==> src/rtl/serial_comparator_pkg.sv <==
// Shared types for the serial comparator: FSM states, relation codes and
// small helpers that fold digit results into a relation.
package serial_comparator_pkg;

   typedef enum logic [1:0] {
      IDLE = 2'd0,
      BUSY = 2'd1,
      DONE = 2'd2
   } state_t;

   // REL_NONE means "no differing digit seen yet".
   typedef enum logic [1:0] {
      REL_NONE = 2'd0,
      REL_GT   = 2'd1,
      REL_EQ   = 2'd2,
      REL_LT   = 2'd3
   } rel_t;

   // Keep an already decided relation; otherwise let the current digit decide.
   function automatic rel_t rel_resolve(input rel_t decided,
                                        input logic dig_gt,
                                        input logic dig_eq,
                                        input logic dig_lt);
      rel_t res;
      res = REL_NONE;
      if (decided != REL_NONE) begin
         res = decided;
      end else if (dig_eq) begin
         res = REL_NONE;
      end else if (dig_gt) begin
         res = REL_GT;
      end else if (dig_lt) begin
         res = REL_LT;
      end
      return res;
   endfunction

   // Relation to {gt, eq, lt} flags.
   function automatic logic [2:0] rel_flags(input rel_t rel);
      logic [2:0] f;
      f = 3'b000;
      case (rel)
         REL_GT:  f = 3'b100;
         REL_EQ:  f = 3'b010;
         REL_LT:  f = 3'b001;
         default: f = 3'b000;
      endcase
      return f;
   endfunction

endpackage

==> src/rtl/digit_compare.sv <==
// Combinational magnitude comparator for a single DIGIT-bit digit.
module digit_compare #(
   parameter int DIGIT = 2
) (
   input  logic [DIGIT-1:0] i_a,
   input  logic [DIGIT-1:0] i_b,
   output logic             o_gt,
   output logic             o_eq,
   output logic             o_lt
);

   // Unsigned relation of the two digits.
   always_comb begin
      o_gt = (i_a > i_b);
      o_eq = (i_a == i_b);
      o_lt = (i_a < i_b);
   end

endmodule

==> src/rtl/serial_comparator.sv <==
// Multi-cycle magnitude comparator: walks the operands DIGIT bits per clock,
// most significant digit first, and reports gt/eq/lt with a done pulse.
// Signed compares are reduced to unsigned by flipping the MSBs at latch time.
module serial_comparator
   import serial_comparator_pkg::*;
#(
   parameter int WIDTH = 8,
   parameter int DIGIT = 2
) (
   input  logic             clk,
   input  logic             rst_n,
   input  logic             start,
   input  logic [WIDTH-1:0] a,
   input  logic [WIDTH-1:0] b,
   input  logic             signed_mode,
   output logic             busy,
   output logic             done,
   output logic             gt,
   output logic             eq,
   output logic             lt
);

   // Guarded divisor so the derived constants stay defined even when the
   // parameter check below is about to reject the configuration.
   localparam int DIG_SAFE = (DIGIT < 1) ? 1 : DIGIT;
   localparam int K        = (WIDTH / DIG_SAFE < 1) ? 1 : WIDTH / DIG_SAFE;
   localparam int CNT_W    = (K > 1) ? $clog2(K) : 1;
   localparam int SH_W     = $clog2(WIDTH) + 1;
   localparam logic [CNT_W-1:0] CNT_LAST = CNT_W'(K - 1);

   if (DIGIT < 1) begin : g_bad_digit
      $error("serial_comparator: DIGIT must be >= 1");
   end else if (WIDTH < 2) begin : g_bad_width
      $error("serial_comparator: WIDTH must be >= 2");
   end else if ((WIDTH % DIG_SAFE) != 0) begin : g_bad_ratio
      $error("serial_comparator: WIDTH must be a multiple of DIGIT");
   end

   state_t             r_state;
   rel_t               r_rel;
   logic [CNT_W-1:0]   r_cnt;
   logic [WIDTH-1:0]   r_a;
   logic [WIDTH-1:0]   r_b;
   logic               r_busy;
   logic               r_done;
   logic               r_gt;
   logic               r_eq;
   logic               r_lt;

   logic [CNT_W-1:0]   w_sel;
   logic [SH_W-1:0]    w_shamt;
   logic [DIGIT-1:0]   w_a_dig;
   logic [DIGIT-1:0]   w_b_dig;
   logic               w_dig_gt;
   logic               w_dig_eq;
   logic               w_dig_lt;
   rel_t               w_rel_next;
   rel_t               w_rel_final;

   // Select the current digit (counter 0 addresses the most significant one).
   always_comb begin
      w_sel   = CNT_LAST - r_cnt;
      w_shamt = SH_W'(w_sel) * SH_W'(DIG_SAFE);
      w_a_dig = DIGIT'(r_a >> w_shamt);
      w_b_dig = DIGIT'(r_b >> w_shamt);
   end

   digit_compare #(
      .DIGIT (DIGIT)
   ) u_digit_compare (
      .i_a  (w_a_dig),
      .i_b  (w_b_dig),
      .o_gt (w_dig_gt),
      .o_eq (w_dig_eq),
      .o_lt (w_dig_lt)
   );

   // Fold the current digit into the running relation; an undecided
   // relation after the last digit means the operands are equal.
   always_comb begin
      w_rel_next  = rel_resolve(r_rel, w_dig_gt, w_dig_eq, w_dig_lt);
      w_rel_final = (w_rel_next == REL_NONE) ? REL_EQ : w_rel_next;
   end

   // Control FSM with registered status and result outputs.
   always_ff @(posedge clk or negedge rst_n) begin
      if (!rst_n) begin
         r_state <= IDLE;
         r_rel   <= REL_NONE;
         r_cnt   <= '0;
         r_a     <= '0;
         r_b     <= '0;
         r_busy  <= 1'b0;
         r_done  <= 1'b0;
         r_gt    <= 1'b0;
         r_eq    <= 1'b0;
         r_lt    <= 1'b0;
      end else begin
         r_done <= 1'b0;
         case (r_state)
            IDLE: begin
               if (start) begin
                  if (signed_mode) begin
                     r_a <= {~a[WIDTH-1], a[WIDTH-2:0]};
                     r_b <= {~b[WIDTH-1], b[WIDTH-2:0]};
                  end else begin
                     r_a <= a;
                     r_b <= b;
                  end
                  r_cnt   <= '0;
                  r_rel   <= REL_NONE;
                  r_gt    <= 1'b0;
                  r_eq    <= 1'b0;
                  r_lt    <= 1'b0;
                  r_busy  <= 1'b1;
                  r_state <= BUSY;
               end
            end
            BUSY: begin
               r_rel <= w_rel_next;
               if (r_cnt == CNT_LAST) begin
                  {r_gt, r_eq, r_lt} <= rel_flags(w_rel_final);
                  r_done  <= 1'b1;
                  r_state <= DONE;
               end else begin
                  r_cnt <= r_cnt + 1'b1;
               end
            end
            DONE: begin
               r_busy  <= 1'b0;
               r_state <= IDLE;
            end
            default: begin
               r_busy  <= 1'b0;
               r_state <= IDLE;
            end
         endcase
      end
   end

   assign busy = r_busy;
   assign done = r_done;
   assign gt   = r_gt;
   assign eq   = r_eq;
   assign lt   = r_lt;

endmodule
==> config.mk <==
export PLATFORM = sky130hd
export DESIGN_NAME = serial_comparator
export DESIGN_NICKNAME = d
export VERILOG_FILES = /design/src/rtl/serial_comparator_pkg.sv /design/src/rtl/digit_compare.sv /design/src/rtl/serial_comparator.sv
export SDC_FILE = /design/constraint.sdc
export NUM_CORES = 1
export LEC_CHECK = 0
export CAP_MARGIN = 0
export CORE_UTILIZATION = 54
export DETAILED_ROUTE_END_ITERATION = 10
export PLACE_DENSITY = 0.92
export SYNTH_ARGS = -nofsm -noshare
export SYNTH_HDL_FRONTEND = slang
export SYNTH_SLANG_ARGS = --single-unit
==> constraint.sdc <==
create_clock -name clk -period 4.7 [get_ports clk]
set_input_delay 0.94 -clock clk [delete_from_list [all_inputs] [get_ports clk]]
set_output_delay 0.94 -clock clk [all_outputs]
set_load 0.1 [all_outputs]
==> reports/metrics.cfg <==
[synth]
synth-simple-area-share=0.0824
ys_warn_count=0
mappedNetlistArea_um2=1280
async_reset_ff_frac=1.00
synth-compound-area-share=0.0833
synthMuxAreaShare=0.225
synth_seq_cells=27
synth_xor_area_frac=0.0137
ys_seq_area_frac=0.529
synth_top_family_by_area=multiplexers
ys.flop_type=dfrtp_1
syn_nets=115
netlist_instances=92
synth-edff-count=0
synth_fa_ha_area_frac=0.0294
synth_cell_types=25
synth.avg_cell_area_um2=13.9

[placed_design]
post_dp_cell_area_um2=1520
hpwl_mm=1.72
io_buffers=24
gp_congestion=0.761

[drt]
postRouteAntennaNets=0
drtIter0Drc=3
vias=790
drt_wl_total_mm=2.18
remaining_drc_errors=0
via_per_inst=5.45
wl_per_cell_um=15.0
firstDrtPassIters=4

[clock_network]
post_cts_resized=0
insertion_delay_ps=320
cts_max_level=1
cts.sinks=27
cts_made_buffers=3
cts_buffer_depth=2
cts_tree=built
root_buffer=clkbuf_4
postCtsHoldBufs=0
cts.clk_slew.worst_paths_ps=130
post_cts.repair.setup_buffers=0

[sta]
setup_violations=0
period_minus_slack_ps=2770
slew_headroom=0.245
tightest_slew_ps=1130
hold_viol_final=0
grt_setup_unrepaired=false
fin_crit_sh=0.590
max_clock_freq_ghz=0.361
slew_violations=0
finClkSkew_ps=1.60
setup_tns_ps=0

[pwr]
ir_drop_mv=0.466
p_leak_uw=0.000678
powerDensity_nw_per_um2=722

[grt]
antenna_found_initial=0
grt_use_total=0.208
globalRouteMet3Util=0.0636
grt_overflow=0
grt-busiest-layer=met2
grt_max_degree=28
globalRouteMet2Util=0.353
first_global_vias=802
grt_pass1_wl_mm=3.75
grt_use_met1=0.256

[final_layout]
final_common_cell=dfrtp_1
regArea_um2=676
multi_input_comb_area_um2=554
antenna_cells=0
final_area_um2=1550
drive_gt1_frac=0.231
areaGrowthSynthToFinish_pct=21.5
final_cell_mix=dfrtp_1 (27), clkdlybuf4s50_1 (24), mux2_2 (10)
nets=141
fill_cells=167

[worst_setup_path]
worst_r2r_path_depth=5
path_buf_inv=1
cp.depth=1
worstPathCellList=clkdlybuf4s50_1
start_kind=flip-flop
cp.arrival_ps=1830
r2r_slack_ps=2560
cp_top_family=buffers and inverters
critPathRequiredTime_ps=3760
startpoint=eq
crit_path_end_kind=output port
endpoint=eq
max_stage_delay_ps=1130
reg2reg_from=r_cnt[0]
slowest_stage=clkdlybuf4s50_1
critPathKind=flip-flop to output port
r2r_end=eq
path_max_fanout=2

[hold_path]
min_path_type=flip-flop to flip-flop

[run]
cap_violations=0

[floorplan]
die_height_um=50.6
die_w_um=50.6
rows=17
io_pins=25
die_area_um2=2560
coreArea_um2=2210
start_util=0.577

[run_status]
outcome=finished clean

power breakdown:
group / internal [uW] / switching (uW) / total, uW
sequential: 341 / 91.4 / 433
clock: 33.3 / 62.0 / 95.3
combinational: 285 / 307 / 591
cell usage after synthesis, types with 2 or more instances:
master | instances | area (um^2)
nand2_1 | 2 | 7.51
xnor2_1 | 2 | 17.5
buf_6 | 2 | 22.5
dfrtp_1 | 27 | 676
mux4_2 | 4 | 90.1
nor2_1 | 7 | 26.3
inv_1 | 5 | 18.8
mux2_2 | 10 | 113
o21ai_0 | 3 | 15.0
mux2_4 | 5 | 75.1
ha_1 | 3 | 37.5
a21oi_1 | 5 | 25.0
a22o_1 | 5 | 43.8
metrics by stage:
stage / total power (uW) / utilization / setup WS (ps) / instances / hold slack [ps]
floorplan: 902 / - / 2790 / 92 / 474
global placement: 995 / 0.689 / 2300 / 141 / 471
detailed placement: 1040 / 0.689 / 2290 / 141 / 489
CTS: 1130 / 0.701 / 1920 / 145 / 523
global route: 1210 / 0.701 / 1870 / 145 / 536
finish: 1120 / 0.701 / 1930 / 145 / 510
worst min-delay path by stage:
stage | startpoint | endpoint | slack, ps | depth (start not counted)
floorplan | r_state[1] | r_state[0] | 470 | 1
global placement | lt | lt | 470 | 1
detailed placement | gt | gt | 490 | 1
CTS | gt | gt | 520 | 1
global route | lt | lt | 540 | 1
finish | lt | lt | 510 | 1
worst register-to-register path, stage by stage (launching register included):
cell and delay, ps:
dfrtp_1 570, mux4_2 570, ha_1 330, a21oi_1 240
nor2_1 90, a22o_1 250
routing by layer:
metal	vias to the layer above	part of all wire
met5	-	0
met1	395	0.41
met2	19	0.54
li1	374	-
met4	0	0.0087
met3	2	0.040
cell type report:
type,instances,share of cell area
multi-input combinational,57,0.358
timing repair buffer,24,0.155
clock buffer,4,0.0169
sequential,27,0.436
inverter,5,0.0121
tap,28,0.0226
registers in the layout, indices dropped and copies added, names as in the netlist:
name	cells
gt	1
r_rel	2
busy	1
r_a	8
r_cnt	2
lt	1
done	1
r_b	8
r_state	2
eq	1
logic make-up (layout without fill, tap and decap cells):
logic type / Yosys count / in the layout
AO/OA/AOI/OAI: 16 / 16
buffers and inverters: 8 / 33
XOR/XNOR: 2 / 2
multiplexers: 20 / 20
adder cells (fa/ha/maj): 3 / 3
AND/OR/NAND/NOR: 16 / 16
flip-flops: 27 / 27
Power figures use the tool's default switching activity.
